===== config.mk =====
export PLATFORM = sky130hd
export DESIGN_NAME = axi_burst_master_flat
export DESIGN_NICKNAME = d
export VERILOG_FILES = /design/src/rtl/axi_burst_master_if.sv /design/src/rtl/axi_burst_master.sv /design/src/flat_wrapper.sv
export SDC_FILE = /design/constraint.sdc
export NUM_CORES = 1
export LEC_CHECK = 0
export ABC_AREA = 1
export CORE_AREA = 2 2 178 180
export DETAILED_ROUTE_END_ITERATION = 8
export DIE_AREA = 0 0 180 182
export SYNTH_ARGS = -nofsm -noshare
export SYNTH_HDL_FRONTEND = slang
export SYNTH_SLANG_ARGS = --single-unit
export TNS_END_PERCENT = 5

===== constraint.sdc =====
create_clock -name aclk_i -period 2.9 [get_ports aclk_i]
set_input_delay 0.87 -clock aclk_i [delete_from_list [all_inputs] [get_ports aclk_i]]
set_output_delay 0.87 -clock aclk_i [all_outputs]
set_load 0.03 [all_outputs]

===== src/rtl/axi_burst_master_if.sv =====
// AXI3 master-side bus bundle for axi_burst_master: AW/W/B/AR/R channels.
// The master drives the request fields, the slave drives the readies and responses.
interface axi_burst_master_if #(
  parameter int AW = 32,
  parameter int DW = 64,
  parameter int IW = 4,
  parameter int LW = 4
);
  logic [IW-1:0]   awid;
  logic [AW-1:0]   awaddr;
  logic [LW-1:0]   awlen;
  logic [2:0]      awsize;
  logic [1:0]      awburst;
  logic [3:0]      awcache;
  logic [2:0]      awprot;
  logic [1:0]      awlock;
  logic            awvalid;
  logic            awready;
  logic [DW-1:0]   wdata;
  logic [DW/8-1:0] wstrb;
  logic            wlast;
  logic            wvalid;
  logic            wready;
  logic [IW-1:0]   bid;
  logic [1:0]      bresp;
  logic            bvalid;
  logic            bready;
  logic [IW-1:0]   arid;
  logic [AW-1:0]   araddr;
  logic [LW-1:0]   arlen;
  logic [2:0]      arsize;
  logic [1:0]      arburst;
  logic [3:0]      arcache;
  logic [2:0]      arprot;
  logic [1:0]      arlock;
  logic            arvalid;
  logic            arready;
  logic [IW-1:0]   rid;
  logic [DW-1:0]   rdata;
  logic [1:0]      rresp;
  logic            rlast;
  logic            rvalid;
  logic            rready;

  modport master (
    output awid, awaddr, awlen, awsize, awburst, awcache, awprot, awlock, awvalid,
    input  awready,
    output wdata, wstrb, wlast, wvalid,
    input  wready,
    input  bid, bresp, bvalid,
    output bready,
    output arid, araddr, arlen, arsize, arburst, arcache, arprot, arlock, arvalid,
    input  arready,
    input  rid, rdata, rresp, rlast, rvalid,
    output rready
  );

  modport slave (
    input  awid, awaddr, awlen, awsize, awburst, awcache, awprot, awlock, awvalid,
    output awready,
    input  wdata, wstrb, wlast, wvalid,
    output wready,
    output bid, bresp, bvalid,
    input  bready,
    input  arid, araddr, arlen, arsize, arburst, arcache, arprot, arlock, arvalid,
    output arready,
    output rid, rdata, rresp, rlast, rvalid,
    input  rready
  );
endinterface


===== src/rtl/axi_burst_master.sv =====
// One-command-at-a-time AXI3 master: single or INCR burst read/write with
// response ID/RESP checking, per-phase watchdog and a registered status pulse.
module axi_burst_master #(
  parameter int AW  = 32,
  parameter int DW  = 64,
  parameter int IW  = 4,
  parameter int LW  = 4,
  parameter int TMO = 1024
) (
  input  logic          aclk_i,
  input  logic          arst_i,
  input  logic          cmd_valid_i,
  output logic          cmd_ready_o,
  input  logic          cmd_we_i,
  input  logic [AW-1:0] cmd_addr_i,
  input  logic [LW-1:0] cmd_len_i,
  input  logic [2:0]    cmd_size_i,
  input  logic [IW-1:0] cmd_id_i,
  input  logic [DW-1:0] wd_data_i,
  input  logic          wd_valid_i,
  output logic          wd_ready_o,
  output logic [DW-1:0] rd_data_o,
  output logic          rd_valid_o,
  output logic          rd_last_o,
  output logic          sts_done_o,
  output logic [2:0]    sts_err_o,
  axi_burst_master_if.master axi
);
  localparam int          SB       = DW / 8;
  localparam int          OB       = $clog2(SB);
  localparam logic [2:0]  SZ_FULL  = 3'(OB);
  localparam int          TW       = (TMO > 1) ? $clog2(TMO) : 1;
  localparam logic [TW-1:0] TMO_LAST = TW'((TMO > 0) ? TMO - 1 : 0);

  typedef enum logic [2:0] {IDLE, ADDR_W, DATA_W, RESP_W, ADDR_R, DATA_R, FIN} state_e;

  state_e        state_q, state_d;
  logic [AW-1:0] addr_q, addr_d;
  logic [LW-1:0] len_q, len_d, beat_q, beat_d;
  logic [2:0]    size_q, size_d, err_q, err_d, sts_err_q, sts_err_d;
  logic [IW-1:0] id_q, id_d;
  logic          w_done_q, w_done_d, bad_id_q, bad_id_d, rerr_q, rerr_d;
  logic [TW-1:0] wd_q, wd_d;
  logic          done_q, done_d;
  logic [DW-1:0] rd_data_q, rd_data_d;
  logic          rd_valid_q, rd_valid_d, rd_last_q, rd_last_d;

  logic          w_act, aw_hs, w_hs, w_last_hs, b_hs, ar_hs, r_hs, hs, phase;
  logic          r_final, bad_now, rerr_now, illegal;
  logic [SB-1:0] strb;

  assign cmd_ready_o = (state_q == IDLE);
  // W may run while AW is still pending; w_done_q remembers an early last beat
  assign w_act       = (state_q == ADDR_W && !w_done_q) || (state_q == DATA_W);

  assign axi.awid    = id_q;
  assign axi.awaddr  = addr_q;
  assign axi.awlen   = len_q;
  assign axi.awsize  = size_q;
  assign axi.awburst = (len_q != '0) ? 2'b01 : 2'b00;
  assign axi.awcache = 4'd0;
  assign axi.awprot  = 3'd0;
  assign axi.awlock  = 2'd0;
  assign axi.awvalid = (state_q == ADDR_W);
  assign axi.wvalid  = w_act & wd_valid_i;
  assign axi.wdata   = w_act ? wd_data_i : '0;
  assign axi.wstrb   = w_act ? strb : '0;
  assign axi.wlast   = w_act && (beat_q == len_q);
  assign axi.bready  = (state_q == RESP_W);
  assign axi.arid    = id_q;
  assign axi.araddr  = addr_q;
  assign axi.arlen   = len_q;
  assign axi.arsize  = size_q;
  assign axi.arburst = (len_q != '0) ? 2'b01 : 2'b00;
  assign axi.arcache = 4'd0;
  assign axi.arprot  = 3'd0;
  assign axi.arlock  = 2'd0;
  assign axi.arvalid = (state_q == ADDR_R);
  assign axi.rready  = (state_q == DATA_R);
  assign wd_ready_o  = w_act & axi.wready;

  assign aw_hs     = axi.awvalid & axi.awready;
  assign w_hs      = axi.wvalid & axi.wready;
  assign w_last_hs = w_hs & (beat_q == len_q);
  assign b_hs      = axi.bready & axi.bvalid;
  assign ar_hs     = axi.arvalid & axi.arready;
  assign r_hs      = axi.rready & axi.rvalid;
  assign hs        = aw_hs | w_hs | b_hs | ar_hs | r_hs;
  assign phase     = state_q inside {ADDR_W, DATA_W, RESP_W, ADDR_R, DATA_R};
  assign r_final   = (beat_q == len_q);
  assign bad_now   = bad_id_q | (axi.rid != id_q);
  assign rerr_now  = rerr_q | (axi.rresp != 2'b00) | (axi.rlast != r_final);
  assign illegal   = (cmd_size_i > SZ_FULL) || ((cmd_len_i != '0) && (cmd_size_i < SZ_FULL));

  // A byte lane is live when it falls in the same size-aligned block as the start address
  always_comb begin
    strb = '0;
    for (int i = 0; i < SB; i++)
      strb[i] = (len_q != '0) || ((32'(i) >> size_q) == (32'(addr_q[OB-1:0]) >> size_q));
  end

  always_comb begin
    state_d   = state_q;
    addr_d    = addr_q;
    len_d     = len_q;
    size_d    = size_q;
    id_d      = id_q;
    beat_d    = beat_q;
    w_done_d  = w_done_q;
    bad_id_d  = bad_id_q;
    rerr_d    = rerr_q;
    err_d     = err_q;
    done_d    = 1'b0;
    sts_err_d = 3'd0;
    rd_data_d = rd_data_q;
    rd_valid_d = 1'b0;
    rd_last_d = 1'b0;
    case (state_q)
      IDLE: if (cmd_valid_i) begin
        addr_d   = cmd_addr_i;
        len_d    = cmd_len_i;
        size_d   = cmd_size_i;
        id_d     = cmd_id_i;
        beat_d   = '0;
        w_done_d = 1'b0;
        bad_id_d = 1'b0;
        rerr_d   = 1'b0;
        err_d    = illegal ? 3'd4 : 3'd0;
        state_d  = illegal ? FIN : (cmd_we_i ? ADDR_W : ADDR_R);
      end
      ADDR_W: begin
        if (w_hs) beat_d = beat_q + 1'b1;
        if (w_last_hs) w_done_d = 1'b1;
        if (aw_hs) state_d = (w_done_q || w_last_hs) ? RESP_W : DATA_W;
      end
      DATA_W: begin
        if (w_hs) beat_d = beat_q + 1'b1;
        if (w_last_hs) state_d = RESP_W;
      end
      RESP_W: if (b_hs) begin
        err_d   = (axi.bid != id_q) ? 3'd1 : (axi.bresp != 2'b00) ? 3'd2 : 3'd0;
        state_d = FIN;
      end
      ADDR_R: if (ar_hs) state_d = DATA_R;
      DATA_R: if (r_hs) begin
        rd_valid_d = 1'b1;
        rd_data_d  = axi.rdata;
        beat_d     = beat_q + 1'b1;
        bad_id_d   = bad_now;
        rerr_d     = rerr_now;
        if (axi.rlast || r_final) begin
          rd_last_d = 1'b1;
          err_d     = bad_now ? 3'd1 : rerr_now ? 3'd2 : 3'd0;
          state_d   = FIN;
        end
      end
      FIN: begin
        done_d    = 1'b1;
        sts_err_d = err_q;
        state_d   = IDLE;
      end
      default: state_d = IDLE;
    endcase
    // Stalled phase: abandon the transaction; any beats still owed by the slave are ignored
    if (TMO != 0 && phase && !hs && wd_q == TMO_LAST) begin
      state_d = FIN;
      err_d   = 3'd3;
    end
    wd_d = (!phase || hs || state_d != state_q) ? '0 : wd_q + 1'b1;
  end

  always_ff @(posedge aclk_i) begin
    if (arst_i) begin
      state_q    <= IDLE;
      addr_q     <= '0;
      len_q      <= '0;
      size_q     <= SZ_FULL;
      id_q       <= '0;
      beat_q     <= '0;
      w_done_q   <= 1'b0;
      bad_id_q   <= 1'b0;
      rerr_q     <= 1'b0;
      err_q      <= 3'd0;
      wd_q       <= '0;
      done_q     <= 1'b0;
      sts_err_q  <= 3'd0;
      rd_data_q  <= '0;
      rd_valid_q <= 1'b0;
      rd_last_q  <= 1'b0;
    end else begin
      state_q    <= state_d;
      addr_q     <= addr_d;
      len_q      <= len_d;
      size_q     <= size_d;
      id_q       <= id_d;
      beat_q     <= beat_d;
      w_done_q   <= w_done_d;
      bad_id_q   <= bad_id_d;
      rerr_q     <= rerr_d;
      err_q      <= err_d;
      wd_q       <= wd_d;
      done_q     <= done_d;
      sts_err_q  <= sts_err_d;
      rd_data_q  <= rd_data_d;
      rd_valid_q <= rd_valid_d;
      rd_last_q  <= rd_last_d;
    end
  end

  assign rd_data_o  = rd_data_q;
  assign rd_valid_o = rd_valid_q;
  assign rd_last_o  = rd_last_q;
  assign sts_done_o = done_q;
  assign sts_err_o  = sts_err_q;
endmodule

===== src/flat_wrapper.sv =====
// flat-port wrapper written by rule: the top's interface ports become plain ports
module axi_burst_master_flat 
#(
  parameter int AW  = 32,
  parameter int DW  = 64,
  parameter int IW  = 4,
  parameter int LW  = 4,
  parameter int TMO = 1024
)
  (aclk_i, arst_i, cmd_valid_i, cmd_ready_o, cmd_we_i, cmd_addr_i, cmd_len_i, cmd_size_i, cmd_id_i, wd_data_i, wd_valid_i, wd_ready_o, rd_data_o, rd_valid_o, rd_last_o, sts_done_o, sts_err_o, axi_awid, axi_awaddr, axi_awlen, axi_awsize, axi_awburst, axi_awcache, axi_awprot, axi_awlock, axi_awvalid, axi_awready, axi_wdata, axi_wstrb, axi_wlast, axi_wvalid, axi_wready, axi_bid, axi_bresp, axi_bvalid, axi_bready, axi_arid, axi_araddr, axi_arlen, axi_arsize, axi_arburst, axi_arcache, axi_arprot, axi_arlock, axi_arvalid, axi_arready, axi_rid, axi_rdata, axi_rresp, axi_rlast, axi_rvalid, axi_rready);
  axi_burst_master_if #(.AW(AW), .DW(DW), .IW(IW), .LW(LW)) axi_i ();
  input  logic aclk_i;
  input  logic arst_i;
  input  logic cmd_valid_i;
  output logic cmd_ready_o;
  input  logic cmd_we_i;
  input  logic [AW-1:0] cmd_addr_i;
  input  logic [LW-1:0] cmd_len_i;
  input  logic [2:0] cmd_size_i;
  input  logic [IW-1:0] cmd_id_i;
  input  logic [DW-1:0] wd_data_i;
  input  logic wd_valid_i;
  output logic wd_ready_o;
  output logic [DW-1:0] rd_data_o;
  output logic rd_valid_o;
  output logic rd_last_o;
  output logic sts_done_o;
  output logic [2:0] sts_err_o;
  output wire logic [$bits(axi_i.awid)-1:0] axi_awid;
  output wire logic [$bits(axi_i.awaddr)-1:0] axi_awaddr;
  output wire logic [$bits(axi_i.awlen)-1:0] axi_awlen;
  output wire logic [$bits(axi_i.awsize)-1:0] axi_awsize;
  output wire logic [$bits(axi_i.awburst)-1:0] axi_awburst;
  output wire logic [$bits(axi_i.awcache)-1:0] axi_awcache;
  output wire logic [$bits(axi_i.awprot)-1:0] axi_awprot;
  output wire logic [$bits(axi_i.awlock)-1:0] axi_awlock;
  output wire logic [$bits(axi_i.awvalid)-1:0] axi_awvalid;
  input wire logic [$bits(axi_i.awready)-1:0] axi_awready;
  output wire logic [$bits(axi_i.wdata)-1:0] axi_wdata;
  output wire logic [$bits(axi_i.wstrb)-1:0] axi_wstrb;
  output wire logic [$bits(axi_i.wlast)-1:0] axi_wlast;
  output wire logic [$bits(axi_i.wvalid)-1:0] axi_wvalid;
  input wire logic [$bits(axi_i.wready)-1:0] axi_wready;
  input wire logic [$bits(axi_i.bid)-1:0] axi_bid;
  input wire logic [$bits(axi_i.bresp)-1:0] axi_bresp;
  input wire logic [$bits(axi_i.bvalid)-1:0] axi_bvalid;
  output wire logic [$bits(axi_i.bready)-1:0] axi_bready;
  output wire logic [$bits(axi_i.arid)-1:0] axi_arid;
  output wire logic [$bits(axi_i.araddr)-1:0] axi_araddr;
  output wire logic [$bits(axi_i.arlen)-1:0] axi_arlen;
  output wire logic [$bits(axi_i.arsize)-1:0] axi_arsize;
  output wire logic [$bits(axi_i.arburst)-1:0] axi_arburst;
  output wire logic [$bits(axi_i.arcache)-1:0] axi_arcache;
  output wire logic [$bits(axi_i.arprot)-1:0] axi_arprot;
  output wire logic [$bits(axi_i.arlock)-1:0] axi_arlock;
  output wire logic [$bits(axi_i.arvalid)-1:0] axi_arvalid;
  input wire logic [$bits(axi_i.arready)-1:0] axi_arready;
  input wire logic [$bits(axi_i.rid)-1:0] axi_rid;
  input wire logic [$bits(axi_i.rdata)-1:0] axi_rdata;
  input wire logic [$bits(axi_i.rresp)-1:0] axi_rresp;
  input wire logic [$bits(axi_i.rlast)-1:0] axi_rlast;
  input wire logic [$bits(axi_i.rvalid)-1:0] axi_rvalid;
  output wire logic [$bits(axi_i.rready)-1:0] axi_rready;
  assign axi_awid = axi_i.awid;
  assign axi_awaddr = axi_i.awaddr;
  assign axi_awlen = axi_i.awlen;
  assign axi_awsize = axi_i.awsize;
  assign axi_awburst = axi_i.awburst;
  assign axi_awcache = axi_i.awcache;
  assign axi_awprot = axi_i.awprot;
  assign axi_awlock = axi_i.awlock;
  assign axi_awvalid = axi_i.awvalid;
  assign axi_i.awready = axi_awready;
  assign axi_wdata = axi_i.wdata;
  assign axi_wstrb = axi_i.wstrb;
  assign axi_wlast = axi_i.wlast;
  assign axi_wvalid = axi_i.wvalid;
  assign axi_i.wready = axi_wready;
  assign axi_i.bid = axi_bid;
  assign axi_i.bresp = axi_bresp;
  assign axi_i.bvalid = axi_bvalid;
  assign axi_bready = axi_i.bready;
  assign axi_arid = axi_i.arid;
  assign axi_araddr = axi_i.araddr;
  assign axi_arlen = axi_i.arlen;
  assign axi_arsize = axi_i.arsize;
  assign axi_arburst = axi_i.arburst;
  assign axi_arcache = axi_i.arcache;
  assign axi_arprot = axi_i.arprot;
  assign axi_arlock = axi_i.arlock;
  assign axi_arvalid = axi_i.arvalid;
  assign axi_i.arready = axi_arready;
  assign axi_i.rid = axi_rid;
  assign axi_i.rdata = axi_rdata;
  assign axi_i.rresp = axi_rresp;
  assign axi_i.rlast = axi_rlast;
  assign axi_i.rvalid = axi_rvalid;
  assign axi_rready = axi_i.rready;
  axi_burst_master #(.AW(AW), .DW(DW), .IW(IW), .LW(LW), .TMO(TMO)) u_core (.aclk_i(aclk_i), .arst_i(arst_i), .cmd_valid_i(cmd_valid_i), .cmd_ready_o(cmd_ready_o), .cmd_we_i(cmd_we_i), .cmd_addr_i(cmd_addr_i), .cmd_len_i(cmd_len_i), .cmd_size_i(cmd_size_i), .cmd_id_i(cmd_id_i), .wd_data_i(wd_data_i), .wd_valid_i(wd_valid_i), .wd_ready_o(wd_ready_o), .rd_data_o(rd_data_o), .rd_valid_o(rd_valid_o), .rd_last_o(rd_last_o), .sts_done_o(sts_done_o), .sts_err_o(sts_err_o), .axi(axi_i));
endmodule

==> metrics.txt <==
status=completed; sequential fraction of the synthesis area=40.0%; total grt overflow=0; worst hold stages=1; YS warnings=0; CP max-delay cell=dfxtp_4; Post-synth EDFFs=0; slowest stage delay, CP=0.36 ns; clock buffer depth=2; DR vias/cell=4.23; Placed Area=0.0111 sq mm; Worst-Margin Slew=0.747 ns; ys flop type=dfxtp_1; placed cell count=1742; worst setup margin=0.0646 ns; clk_lat worst skew=0.42 ns; XOR/XNOR share of the synthesized area=2.06%; total power=7.71 mW; Adder-Cell Fraction of Synth Area=1.29%; initial core utilization=22.0%; Worst Hold Class=flip-flop to flip-flop; Core Footprint=0.0310 sq mm; Peak VDD IR=0.266 mV; starting DRC count in detailed routing=400; R2R Path End=u_core.wd_q[6]$_SDFF_PP0_; CTS Buf Count=17; CTS tree=built; row cnt=65; Vias=7542; Post-Synth Simple-Gate Area=27.7%; slew margin rel.=50.2%; RR Startpoint=u_core.state_q[1]$_SDFF_PP0_; Synth Cell Area=0.00681 sq mm; CP Class=flip-flop to primary output; Nets=1568; r2r setup slk=0.50 ns; max-cap viol count=0; final setup violation count=0; Die Wd=180 um; Period Utilization, post-route=97.8%; Worst EP arrival=1.97 ns; fraction of layout cells with a size suffix above 1=13.7%; Worst Setup End Kind=primary output; Area growth syn-to-layout=75.1%; Die Area=0.0328 sq mm; CP delay by family, top=simple AND/OR/NAND/NOR gates; P_leak=4.92 nW; first-pass GRT wire length=41.4 mm; number of detailed-route iterations in the first pass=4; fmax=0.353 GHz; Synth Register Bits=136; minimum clock period=2.84 ns; CTS root buf=clkbuf_16; PD cells=647 mW/mm^2; Design Area, Final=0.0119 sq mm; number of port buffers=431; Die H=182 um; Startpoint Class=flip-flop; Buf+Inv Stages, Crit Path=2; r2r worst-path depth=11; clk slew on worst S/H paths=0.06 ns; unrepaired setup endpoints after global routing=yes; CP required=2.03 ns; Hold Crit Endpoint=u_core.wd_q[0]$_SDFF_PP0_; FFs w/ async S/R, synth=0%; Placer Congestion=0.909; Routed WL=27.7 mm; clock sink count=136; initial antenna violation count=4; hold path start=u_core.wd_q[0]$_SDFF_PP0_; all-layer global routing usage=16.1%; count of cell types in the netlist=33; Fin. Hold Viols=0; Avg WL per Cell=15.5 um; largest family of logic cells by synthesized area=simple AND/OR/NAND/NOR gates; DRC viols=0; Final Non-Filler Cells=1782; count of pins over their slew limit=0; H-tree depth=4; most frequent cells in the layout=clkdlybuf4s50_1, nor2_1, nand2_1; complex-gate fraction of the synthesized area=11.9%; Place WS=0.147 ns; HPWL after detailed placement=21.1 mm; most common cell after layout, fill and taps aside=clkdlybuf4s50_1; largest net degree at the start of global routing=74; Syn Inst Count=988; Clock Skews=0.00748 ns; DRT antenna net count=0; number of global-route vias before repair=7281; worst-path fanout max=4; crit path cell chain=nor2_4 > inv_2 > nor2_2 > o21ai_2 > xor2_1 > nor3_2 > o21ai_1 > a21oi_1 > buf_4; IO Pins=452; post-synthesis mux area share=0%; Post-Syn Area per Cell=6.89 sq um
-- worst reg2reg max path, cell delays in order, from the launching register on --
cell and delay [ns]:
dfxtp_2 0.38, inv_2 0.14, nand3_1 0.19, inv_2 0.10, buf_4 0.58, nand2_1 0.26
nand4_1 0.16, nand2_1 0.07, nand3_1 0.07, nand2_1 0.10, nand3_4 0.16, nor2_1 0.07
-- power by group --
group	internal [mW]	switching, mW
logic	1.30	1.91
registers	2.03	0.185
clock network	1.46	0.822
-- timing repair --
item,4_1_cts,5_1_grt
cloned,0,1
resized for setup,16,30
setup buffers,0,7
hold buffers,0,0
setup endpoints to repair,55,52
pin swaps,1,7
-- synth_stat cells, types with 2 or more instances --
cell type | instances | area [sq um]
o21ai_0 | 57 | 285
nand2_2 | 5 | 31.3
nand3_1 | 85 | 425
xor2_1 | 5 | 43.8
clkbuf_1 | 34 | 128
xnor2_1 | 11 | 96.3
dfxtp_1 | 136 | 2720
a21oi_1 | 91 | 455
nand4_1 | 8 | 50.1
inv_1 | 113 | 424
buf_1 | 3 | 11.3
ha_1 | 7 | 87.6
buf_2 | 14 | 70.1
nor2_1 | 175 | 657
buf_4 | 64 | 480
inv_2 | 5 | 18.8
nand2_1 | 139 | 522
nor3b_1 | 2 | 15.0
nor3_1 | 9 | 45.0
nor2_4 | 4 | 45.0
nor2_2 | 3 | 18.8
o211ai_1 | 6 | 45.0
clkbuf_8 | 2 | 27.5
-- routing by layer --
metal | GRT usage (%) | routed length [um] | up-vias
met3 | 4.19 | 1620 | 34
met4 | 5.11 | 618 | 2
met2 | 29.2 | 14200 | 271
met5 | 0 | 19 | -
li1 | - | - | 3791
met1 | 18.3 | 11300 | 3444
-- sequential cells by signal, summed over array words and instances (netlist names), 3 cells and up --
register and count:
u_core.beat_q 4, u_core.rd_data_o 64, u_core.axi.araddr 32, u_core.axi.arlen 4, u_core.wd_q 10, u_core.err_q 3, u_core.axi.arsize 3, u_core.axi.arid 4
u_core.sts_err_o 3, u_core.state_q 3
-- metrics by stage --
step | utilization, % | hold slack [ns] | TNS [ns]
2_1_floorplan | - | 0.405 | -0.142
3_3_place_gp | 35.9 | 0.424 | 0
3_5_place_dp | 35.9 | 0.438 | 0
4_1_cts | 38.0 | 0.449 | -0.0135
5_1_grt | 38.5 | 0.468 | -0.256
6_report | 38.5 | 0.445 | 0
-- logic make-up after synthesis --
family | after synthesis
AND/OR/NAND/NOR | 436
buffers and inverters | 235
AO/OA/AOI/OAI | 157
flip-flops | 136
XOR/XNOR | 16
adder cells (fa/ha/maj) | 7
other | 1
-- how the worst max path moves through the flow --
stage                                            startpoint                   endpoint  slack, ns  depth (start not counted)
after detailed placement  u_core.axi.arsize[0]$_SDFFE_PP1P_               axi_wstrb[7]       0.15                          9
after global placement                            axi_rlast  u_core.wd_q[6]$_SDFF_PP0_       0.20                         15
after floorplan           u_core.axi.arsize[0]$_SDFFE_PP1P_               axi_wstrb[4]      -0.08                          8
final                     u_core.axi.arsize[1]$_SDFFE_PP1P_               axi_wstrb[4]       0.06                          9
after CTS                 u_core.axi.arsize[2]$_SDFFE_PP0P_               axi_wstrb[6]      -0.01                          9
after global routing      u_core.axi.arsize[0]$_SDFFE_PP1P_               axi_wstrb[6]      -0.07                          9
-- final cells by class --
cell class	count	area [sq um]
repair buffers	457	4520
diodes	1	2.50
inverters	118	449
clock inverters	7	115
flip-flops and latches	136	2740
multi-input cells	637	3090
well taps	402	503
fillers	3206	19100
clock buffers	24	502
(Power assumes the default switching activity.)
